## src/rtl/gcd_pkg.sv

```systemverilog
// ----------------------------------------------------------------------------
// gcd_pkg : shared types for the GCD initiator and core-side wrapper. rev 1.0
// ----------------------------------------------------------------------------
`default_nettype none

package gcd_pkg;

  localparam int GCD_W = 16;

  typedef enum logic [1:0] {
    ST_IDLE  = 2'd0,
    ST_ISSUE = 2'd1,
    ST_RUN   = 2'd2,
    ST_ACK   = 2'd3
  } gcd_state_e;

  typedef struct packed {
    logic [GCD_W-1:0] a;
    logic [GCD_W-1:0] b;
  } gcd_pair_t;

endpackage

`default_nettype wire

```

## src/rtl/gcd_opfifo.sv

```systemverilog
// ----------------------------------------------------------------------------
// gcd_opfifo : synchronous operand-pair FIFO with full/empty flags. rev 1.0
// ----------------------------------------------------------------------------
`default_nettype none

module gcd_opfifo
  import gcd_pkg::*;
#(
  parameter int DW    = $bits(gcd_pair_t),
  parameter int DEPTH = 4
) (
  input  logic          clk,
  input  logic          rst,
  input  logic          i_push,
  input  logic [DW-1:0] i_data,
  input  logic          i_pop,
  output logic [DW-1:0] o_data,
  output logic          o_full,
  output logic          o_empty
);

  localparam int AW = $clog2(DEPTH);
  localparam logic [AW:0] c_one = {{AW{1'b0}}, 1'b1};

  logic [DW-1:0] r_mem [DEPTH];
  logic [AW:0]   r_wr_ptr;
  logic [AW:0]   r_rd_ptr;
  logic          w_do_push;
  logic          w_do_pop;

  // Extra pointer MSB distinguishes full from empty when the indices match.
  assign o_empty   = (r_wr_ptr == r_rd_ptr);
  assign o_full    = (r_wr_ptr[AW-1:0] == r_rd_ptr[AW-1:0]) &&
                     (r_wr_ptr[AW] != r_rd_ptr[AW]);
  assign w_do_push = i_push && !o_full;
  assign w_do_pop  = i_pop && !o_empty;
  assign o_data    = r_mem[r_rd_ptr[AW-1:0]];

  always_ff @(posedge clk or negedge rst) begin
    if (!rst) begin
      r_wr_ptr <= '0;
      r_rd_ptr <= '0;
    end else begin
      if (w_do_push) r_wr_ptr <= r_wr_ptr + c_one;
      if (w_do_pop)  r_rd_ptr <= r_rd_ptr + c_one;
    end
  end

  always_ff @(posedge clk) begin
    if (w_do_push) r_mem[r_wr_ptr[AW-1:0]] <= i_data;
  end

endmodule

`default_nettype wire

```

## src/rtl/gcd_initiator.sv

```systemverilog
// ----------------------------------------------------------------------------
// gcd_initiator : queues operand pairs, drives the GCD core handshake and
// returns each result with its measured latency. rev 1.0
// ----------------------------------------------------------------------------
`default_nettype none

module gcd_initiator
  import gcd_pkg::*;
#(
  parameter int W       = GCD_W,
  parameter int DEPTH   = 4,
  parameter int CW      = 16,
  parameter int TIMEOUT = 1024
) (
  input  logic          clk,
  input  logic          rst,
  input  logic          in_valid,
  output logic          in_ready,
  input  logic [W-1:0]  in_a,
  input  logic [W-1:0]  in_b,
  output logic          out_valid,
  input  logic          out_ready,
  output logic [W-1:0]  out_gcd,
  output logic [CW-1:0] out_cycles,
  output logic          err,
  output logic [W-1:0]  core_a,
  output logic [W-1:0]  core_b,
  output logic          core_avail,
  output logic          core_req,
  input  logic          core_busy,
  input  logic          core_valid,
  input  logic [W-1:0]  core_result
);

  localparam logic [CW-1:0] c_timeout = CW'(TIMEOUT);
  localparam logic [CW-1:0] c_one     = {{(CW-1){1'b0}}, 1'b1};

  gcd_state_e     r_state;
  logic [CW-1:0]  r_cnt;
  logic           r_out_valid;
  logic [W-1:0]   r_out_gcd;
  logic [CW-1:0]  r_out_cycles;
  logic           r_err;
  logic [W-1:0]   r_core_a;
  logic [W-1:0]   r_core_b;
  logic           r_core_avail;
  logic           r_core_req;

  logic [2*W-1:0] w_head;
  logic           w_full;
  logic           w_empty;
  logic           w_pop;
  logic [CW-1:0]  w_cnt_next;
  logic           w_slot_free;

  gcd_opfifo #(
    .DW    (2*W),
    .DEPTH (DEPTH)
  ) u_opfifo (
    .clk     (clk),
    .rst     (rst),
    .i_push  (in_valid),
    .i_data  ({in_a, in_b}),
    .i_pop   (w_pop),
    .o_data  (w_head),
    .o_full  (w_full),
    .o_empty (w_empty)
  );

  assign in_ready    = !w_full;
  assign w_pop       = (r_state == ST_IDLE) && !w_empty;
  assign w_cnt_next  = (&r_cnt) ? r_cnt : r_cnt + c_one;
  // A result may be captured into a slot that is being drained this cycle.
  assign w_slot_free = !r_out_valid || out_ready;

  always_ff @(posedge clk or negedge rst) begin
    if (!rst) begin
      r_state      <= ST_IDLE;
      r_cnt        <= '0;
      r_out_valid  <= 1'b0;
      r_out_gcd    <= '0;
      r_out_cycles <= '0;
      r_err        <= 1'b0;
      r_core_a     <= '0;
      r_core_b     <= '0;
      r_core_avail <= 1'b0;
      r_core_req   <= 1'b0;
    end else begin
      if (r_out_valid && out_ready) r_out_valid <= 1'b0;
      case (r_state)
        ST_IDLE: begin
          if (!w_empty) begin
            r_core_a     <= w_head[2*W-1:W];
            r_core_b     <= w_head[W-1:0];
            r_cnt        <= '0;
            r_core_avail <= 1'b1;
            r_state      <= ST_ISSUE;
          end
        end
        ST_ISSUE, ST_RUN: begin
          r_cnt <= w_cnt_next;
          if (w_cnt_next == c_timeout) r_err <= 1'b1;
          // A trivial op may raise valid without ever showing busy.
          if (core_valid) begin
            r_core_avail <= 1'b0;
            if (w_slot_free) begin
              r_out_gcd    <= core_result;
              r_out_cycles <= w_cnt_next;
              r_out_valid  <= 1'b1;
              r_core_req   <= 1'b1;
              r_state      <= ST_ACK;
            end else begin
              r_state      <= ST_RUN;
            end
          end else if (core_busy) begin
            r_core_avail <= 1'b0;
            r_state      <= ST_RUN;
          end
        end
        ST_ACK: begin
          if (!core_valid) begin
            r_core_req <= 1'b0;
            r_state    <= ST_IDLE;
          end
        end
        default: r_state <= ST_IDLE;
      endcase
    end
  end

  assign out_valid  = r_out_valid;
  assign out_gcd    = r_out_gcd;
  assign out_cycles = r_out_cycles;
  assign err        = r_err;
  assign core_a     = r_core_a;
  assign core_b     = r_core_b;
  assign core_avail = r_core_avail;
  assign core_req   = r_core_req;

endmodule

`default_nettype wire

```

## config.mk

```make
export PLATFORM = sky130hd
export DESIGN_NAME = gcd_initiator
export DESIGN_NICKNAME = d
export VERILOG_FILES = /design/src/rtl/gcd_pkg.sv /design/src/rtl/gcd_opfifo.sv /design/src/rtl/gcd_initiator.sv
export SDC_FILE = /design/constraint.sdc
export NUM_CORES = 1
export LEC_CHECK = 0
export ABC_CLOCK_PERIOD_IN_PS = 3300
export CAP_MARGIN = 20
export CELL_PAD_IN_SITES_DETAIL_PLACEMENT = 0
export CELL_PAD_IN_SITES_GLOBAL_PLACEMENT = 2
export CORE_ASPECT_RATIO = 1.1
export CORE_MARGIN = 1.5
export CORE_UTILIZATION = 39
export DETAILED_ROUTE_END_ITERATION = 10
export GPL_TIMING_DRIVEN = 0
export PLACE_DENSITY_LB_ADDON = 0.15
export SETUP_SLACK_MARGIN = 0.15
export SLEW_MARGIN = 20
export SYNTH_ARGS = -nofsm -noshare
export SYNTH_HDL_FRONTEND = slang
export SYNTH_HIERARCHICAL = 1
export SYNTH_SLANG_ARGS = --single-unit
```

## constraint.sdc

```tcl
create_clock -name clk -period 3.3 [get_ports clk]
set_input_delay 0.825 -clock clk [delete_from_list [all_inputs] [get_ports clk]]
set_output_delay 0.825 -clock clk [all_outputs]
set_load 0.1 [all_outputs]
```

==> results of run 1 <==
registers in the layout, summed over array words and instances, names as in the netlist:
signal	flops
core_a	16
core_avail	1
core_b	16
core_req	1
err	1
out_cycles	16
out_gcd	16
out_valid	1
r_cnt	16
r_state	2
u_opfifo/r_mem	128
u_opfifo/r_rd_ptr	3
u_opfifo/r_wr_ptr	3
cell families after synthesis:
family / Yosys count
buffers and inverters: 35
and+or+nand+nor: 156
DFF: 220
adders and majority gates: 8
xor gates and xnor gates: 15
muxes: 69
AOI/OAI and AO/OA: 80
cells in the mapped netlist (3+ instances only):
master | instances | area (sq um)
sky130_fd_sc_hd__a21oi_1 | 17 | 85.08
sky130_fd_sc_hd__a22o_1 | 3 | 26.28
sky130_fd_sc_hd__a31oi_1 | 9 | 56.30
sky130_fd_sc_hd__and3_1 | 4 | 25.02
sky130_fd_sc_hd__and4_1 | 4 | 35.03
sky130_fd_sc_hd__buf_1 | 4 | 15.01
sky130_fd_sc_hd__buf_2 | 3 | 15.01
sky130_fd_sc_hd__buf_4 | 7 | 52.55
sky130_fd_sc_hd__clkbuf_1 | 11 | 41.29
sky130_fd_sc_hd__dfrtp_1 | 92 | 2302
sky130_fd_sc_hd__edfxtp_1 | 128 | 3844
sky130_fd_sc_hd__ha_1 | 8 | 100.1
sky130_fd_sc_hd__inv_1 | 8 | 30.03
sky130_fd_sc_hd__mux2_2 | 34 | 382.9
sky130_fd_sc_hd__mux4_2 | 32 | 720.7
sky130_fd_sc_hd__nand2_1 | 99 | 371.6
sky130_fd_sc_hd__nand2b_1 | 5 | 31.28
sky130_fd_sc_hd__nand3_1 | 7 | 35.03
sky130_fd_sc_hd__nand4_1 | 5 | 31.28
sky130_fd_sc_hd__nor2_1 | 15 | 56.30
sky130_fd_sc_hd__nor2b_1 | 3 | 18.77
sky130_fd_sc_hd__nor3_1 | 7 | 35.03
sky130_fd_sc_hd__o21ai_0 | 28 | 140.1
sky130_fd_sc_hd__o31ai_1 | 9 | 67.56
sky130_fd_sc_hd__xnor2_1 | 8 | 70.07
sky130_fd_sc_hd__xor2_1 | 6 | 52.55
worst max-delay path by stage:
stage / from / endpoint / slack [ns]
after floorplan: in_valid / u_opfifo/r_mem[3][0]$_DFFE_PP_ / 0.27
after global placement: rst / core_b[1]$_DFFE_PN0P_ / -2.58
after detailed placement: u_opfifo/r_rd_ptr[0]$_DFFE_PN0P_ / in_ready / 0.16
after CTS: u_opfifo/r_rd_ptr[1]$_DFFE_PN0P_ / in_ready / 0.21
after global routing: u_opfifo/r_rd_ptr[0]$_DFFE_PN0P_ / u_opfifo/r_rd_ptr[0]$_DFFE_PN0P_ / 0.15
final: core_a[10]$_DFFE_PN0P_ / core_a[10] / 0.40
area by class of cell:
| class | instances | area, sq um | share of cell area, % |
|---|---|---|---|
| Buffer | 27 | 148.9 | 1.295 |
| Timing Repair Buffer | 128 | 1383 | 12.03 |
| Inverter | 8 | 30.03 | 0.2612 |
| Clock buffer | 32 | 640.6 | 5.572 |
| Clock inverter | 12 | 171.4 | 1.491 |
| Tap cell | 295 | 369.1 | 3.210 |
| Sequential cell | 220 | 6146 | 53.46 |
| Multi-Input combinational cell | 328 | 2609 | 22.69 |
per-layer routing:
layer,wire length [um],vias to the layer above,global-route usage (%),part of all wire [%]
met3,1183,25,4.463,6.1
li1,-,2501,-,-
met5,0,-,0,0
met4,267,0,3.909,1.4
met1,8035,2667,19.96,41
met2,9954,116,30.47,51
stage by stage:
step           TNS [ns]  utilization, %  setup WS, ns  hold slack, ns
2_1_floorplan         0               -        0.2657          0.4753
3_3_place_gp    -312.02           47.14        -2.577          0.4568
3_5_place_dp          0           47.97        0.1576          0.4624
4_1_cts               0           51.66        0.2116          0.2991
5_1_grt               0           51.67        0.1473          0.3126
6_report              0           51.67        0.3998          0.2911
repair_timing:
| action | 4_1_cts | 5_1_grt |
|---|---|---|
| setup buffers | 0 | 0 |
| resized for setup | 4 | 3 |
| endpoints found under the setup margin | 1 | 3 |
==> run metrics, run 1 <==
setup repair after global routing missed its margin=true; sequential-to-total area share from yosys stat=69.07%; post-synthesis instance area=~8900 sq um; total count of max-transition violations in the final report=0; number of buffer and inverter stages on the critical path=1; fraction of layout instances using a drive strength above 1=roughly 17%; number of global-route vias before repair=5818; CP Depth=1; fill count=about 1.9k; leading cell types in the layout, fill and taps excluded=sky130_fd_sc_hd__edfxtp_1, sky130_fd_sc_hd__clkdlybuf4s50_1, sky130_fd_sc_hd__nand2_1; Final period util=87.89%; GRT Resource Usage Total=between 10% and 20%; fraction of synthesized area in multiplexers=12.80%; net count of the finished layout=799; clock latency reported for the late side of the worst-skew pair=0.52 ns; detailed-route wire length per cell=18.51 um; vias=5309; worst-case clock buffer depth=3; Max Clk Rate=344.8 MHz; sequence of cells on the critical path=clkdlybuf4s50_1; placed inst area=about 11000 sq um; post-synthesis register bit count=220; # DRC=0; number of levels in the clock H-tree=1; area of the core=between 20000 and 25000 sq um; iteration-0 DRC count of the detailed router=212; combinational family with the most area after synthesis=multiplexers; minimum period implied by the final worst setup slack=2.900 ns; setup slack of the most critical reg-to-reg path=approximately 0.4 ns; adder and majority cell fraction of the synthesized area=1.125%; flip-flop cell with the highest count after synthesis=sky130_fd_sc_hd__edfxtp_1; critical-path cell with the highest stage delay=sky130_fd_sc_hd__clkdlybuf4s50_1; highest net fanout along the worst path=2; wire length of the first global-routing pass=31220 um; Final Hold Vio Count=0; synth warn=6; most common library cell in the layout ignoring fill and taps=sky130_fd_sc_hd__edfxtp_1; total wirelength of the detailed-routed design=19440 um; XOR/XNOR share of the synthesized area=around 1.6%; total number of placement rows=57; fraction of the mapped netlist area in compound gates=between 5 and 6%; Antenna Diode Count=0; TritonCTS clock tree=built; result of the run=finished, final reports clean; mean area per synthesized cell=15.26 sq um; maximum number of pins on one net before global-route repair=57; overall die height=161.4 um; startpoint of the worst-slack reg-to-reg timing path=u_opfifo/r_rd_ptr[0]$_DFFE_PN0P_; fin cells=around 1.1k; worst slew margin relative to its limit=30.03%; Critical Path RT=between 2 and 2.5 ns; Slew @ Worst Pin=1.046 ns; via-per-instance ratio=5.056; GP Congestion=0.7955; Async SR Flop Fraction=41.82%; worst r2r dst=core_a[1]$_DFFE_PN0P_; number of buffers added by the clock tree synthesis step=24; unique cell type count in the Yosys netlist=47; Die X=147.0 um; number of buffers inserted by hold repair at cts=0; worst hold-check path type=primary input to asynchronous set/reset pin; total of endpoints with negative setup slack in the final report=0; initial core utilization=approximately 40%; final antenna-violating net count=0; Synth-to-Final Area Change=29.20%; instance count of the mapped netlist=583; synthesized net count=645; CTS Root Cell=sky130_fd_sc_hd__clkbuf_16; worst setup path category=flip-flop to output port; total half-perimeter wirelength after legalization and detailed placement=13240 um; post-route clock skew=0.01993 ns; critical path's largest stage delay=1.16 ns; clock-pin transition on the worst setup and hold timing paths=0.06 ns; number of detailed-routing iterations run before antenna repair=4; depth of the most critical reg-to-reg path=7; total number of clock tree sinks=220; number of flops mapped to enable cells by yosys=128; crit path capture type=output port; global route overflow=0; die area=~24000 sq um; Design Area, Final=11500 sq um; count of input and output buffers=122; type of origin of the critical path=flip-flop; arrival time worst endpoint=2.08 ns; total of max-cap violations=0; I/O Pins=123; basic-gate share of the synthesized area counting and, or, nand and nor cells=7.930%; antenna violations before repair=0; gate family responsible for the most delay along the worst path=buffers and inverters; number of instances in the placed design=between 1k and 1.5k
Power of run 1 is not shown: default switching activity piles up to over one toggle a cycle in this logic, so the estimate is an artifact.
==> run 2, diff against run 1 <==
--- a/config.mk
+++ b/config.mk
@@ -5,15 +5,16 @@
 export SDC_FILE = /design/constraint.sdc
 export NUM_CORES = 1
 export LEC_CHECK = 0
-export ABC_CLOCK_PERIOD_IN_PS = 3300
+export ABC_CLOCK_PERIOD_IN_PS = 3500
 export CAP_MARGIN = 20
 export CELL_PAD_IN_SITES_DETAIL_PLACEMENT = 0
 export CELL_PAD_IN_SITES_GLOBAL_PLACEMENT = 2
 export CORE_ASPECT_RATIO = 1.1
 export CORE_MARGIN = 1.5
-export CORE_UTILIZATION = 39
+export CORE_UTILIZATION = 42
 export DETAILED_ROUTE_END_ITERATION = 10
 export GPL_TIMING_DRIVEN = 0
+export MAX_ROUTING_LAYER = met4
 export PLACE_DENSITY_LB_ADDON = 0.15
 export SETUP_SLACK_MARGIN = 0.15
 export SLEW_MARGIN = 20
==> constraint.sdc (replaced) <==
create_clock -name clk -period 3.5 [get_ports clk]
set_input_delay 0.875 -clock clk [delete_from_list [all_inputs] [get_ports clk]]
set_output_delay 0.875 -clock clk [all_outputs]
set_load 0.1 [all_outputs]
==> run 2 against run 1 <==
Net effect: global-route usage rose by 1.8 points; clock-buffer cell count rose by 3; sequential share of layout area rose by 0.72 points; die area fell by 7.0%; register-to-register slack improved by 0.15 ns; worst hold slack improved by 0.0086 ns.
==> run metrics, run 2 (same netlist as run 1, synthesis figures left out) <==
final antenna-violating net count=0 (unchanged); total number of placement rows=55 (was 57); vias=5364 (was 5309); Die X=141.8 um (was 147.0 um); final worst-path setup slack=0.3950 ns (was 0.3998 ns); area of the core=20640 sq um (was 22250 sq um); total wirelength of the detailed-routed design=19540 um (was 19440 um); net count of the finished layout=799 (unchanged); wire length of the first global-routing pass=30990 um (was 31220 um); setup repair bufs after CTS=0 (unchanged); count of input and output buffers=122 (unchanged); Final Hold Vio Count=0 (unchanged); result of the run=finished, final reports clean (unchanged); fin cells=1010 (was 1050); Slew @ Worst Pin=1.029 ns (was 1.046 ns); Synth-to-Final Area Change=27.49% (was 29.20%); overall die height=155.7 um (was 161.4 um); number of buffers added by the clock tree synthesis step=24 (unchanged); detailed-route wire length per cell=19.35 um (was 18.51 um); Design Area, Final=11340 sq um (was 11500 sq um); most common library cell in the layout ignoring fill and taps=sky130_fd_sc_hd__edfxtp_1 (unchanged); clock latency reported for the late side of the worst-skew pair=0.51 ns (was 0.52 ns); placed inst area=10610 sq um (was 10670 sq um); worst hold-check path type=primary input to asynchronous set/reset pin (unchanged); fraction of layout instances using a drive strength above 1=16.84% (was 17.48%); max reg flops=128 (unchanged); arrival time worst endpoint=2.23 ns (was 2.08 ns); antenna violations before repair=0 (unchanged); total of endpoints with negative setup slack in the final report=0 (unchanged); setup repair after global routing missed its margin=false (was true); GRT Resource Usage Total=18.67% (was 16.82%); GP Congestion=0.8038 (was 0.7955); total half-perimeter wirelength after legalization and detailed placement=13180 um (was 13240 um); TritonCTS clock tree=built (unchanged); number of levels in the clock H-tree=1 (unchanged); Critical Path RT=2.62 ns (was 2.47 ns); worst setup path category=flip-flop to output port (unchanged); # DRC=0 (unchanged); number of instances in the placed design=967 (was 1006); total of cells resized after clock tree synthesis=3 (was 4); global route overflow=0 (unchanged); number of detailed-routing iterations run before antenna repair=6 (was 4); Antenna Diode Count=0 (unchanged); worst slack at placement=0.3046 ns (was 0.1576 ns); total number of clock tree sinks=220 (unchanged); initial core utilization=43.10% (was 39.99%); worst-case clock buffer depth=3 (unchanged); via-per-instance ratio=5.311 (was 5.056); total count of max-transition violations in the final report=0 (unchanged); worst slew margin relative to its limit=31.21% (was 30.03%); number of buffers inserted by hold repair at cts=0 (unchanged); CTS Root Cell=sky130_fd_sc_hd__clkbuf_16 (unchanged); iteration-0 DRC count of the detailed router=219 (was 212); maximum number of pins on one net before global-route repair=50 (was 57); minimum period implied by the final worst setup slack=3.105 ns; die area=22070 sq um (was 23730 sq um); fill count=1681 (was 1894); I/O Pins=123 (unchanged); Max Clk Rate=~320 MHz; number of global-route vias before repair=5746 (was 5818); Final period util=88.71%; post-route clock skew=0.01992 ns (was 0.01993 ns); crit path capture type=output port (unchanged); clock-pin transition on the worst setup and hold timing paths=0.06 ns (about the same); leading cell types in the layout, fill and taps excluded=sky130_fd_sc_hd__edfxtp_1, sky130_fd_sc_hd__clkdlybuf4s50_1, sky130_fd_sc_hd__nand2_1 (unchanged); total of max-cap violations=0 (unchanged); type of origin of the critical path=flip-flop (unchanged); highest net fanout along the worst path=10 (was 2)
run 2: final timing paths:
check	depth (start not counted)	start	slack, ns	end
max in group asynchronous	2	rst	2.57	core_b[1]$_DFFE_PN0P_
worst min register to register	1	err$_DFFE_PN0P_	0.47	err$_DFFE_PN0P_
worst max-delay path	6	u_opfifo/r_rd_ptr[1]$_DFFE_PN0P_	0.39	in_ready
worst min-delay path	1	rst	0.30	out_cycles[9]$_DFFE_PN0P_
min in group clk	1	err$_DFFE_PN0P_	0.47	err$_DFFE_PN0P_
worst max register to register	8	u_opfifo/r_rd_ptr[0]$_DFFE_PN0P_	0.56	u_opfifo/r_rd_ptr[2]$_DFFE_PN0P_
run 2: stage by stage:
step | hold WS, ns | util (%) | setup TNS, ns
3_5_place_dp | 0.4623 | 51.39 | 0
3_3_place_gp | 0.4561 | 50.57 | -282.91
5_1_grt | 0.3193 | 54.95 | 0
2_1_floorplan | 0.4753 | - | 0
4_1_cts | 0.3067 | 54.92 | 0
6_report | 0.2997 | 54.95 | 0
run 2: final cells by class:
| type | count | area, sq um | share of cell area [%] |
|---|---|---|---|
| Sequential cell | 220 | 6146 | 54.17 |
| Timing Repair Buffer | 128 | 1374 | 12.11 |
| Clock buffer | 35 | 663.1 | 5.845 |
| Multi-Input combinational cell | 328 | 2600 | 22.92 |
| Clock inverter | 8 | 62.56 | 0.5515 |
| Buffer | 27 | 148.9 | 1.312 |
| Inverter | 8 | 30.03 | 0.2647 |
| Tap cell | 256 | 320.3 | 2.823 |
run 2: per-layer routing:
metal	part of all wire, %	global-route usage (%)	vias to the layer above
met5	0	-	-
met1	41	22.53	2714
met3	5.3	3.867	30
li1	-	-	2487
met2	52	32.15	133
met4	1.8	4.713	0
run 2: worst max-delay path, cell delays in order, from the launching register on:
cell and delay, ns:
sky130_fd_sc_hd__dfrtp_1 0.38, sky130_fd_sc_hd__buf_4 0.20, sky130_fd_sc_hd__xnor2_1 0.36, sky130_fd_sc_hd__nand3_1 0.21, sky130_fd_sc_hd__inv_1 0.09, sky130_fd_sc_hd__inv_1 0.04, sky130_fd_sc_hd__clkdlybuf4s15_2 0.45
Power of run 2 is left out for the same reason.
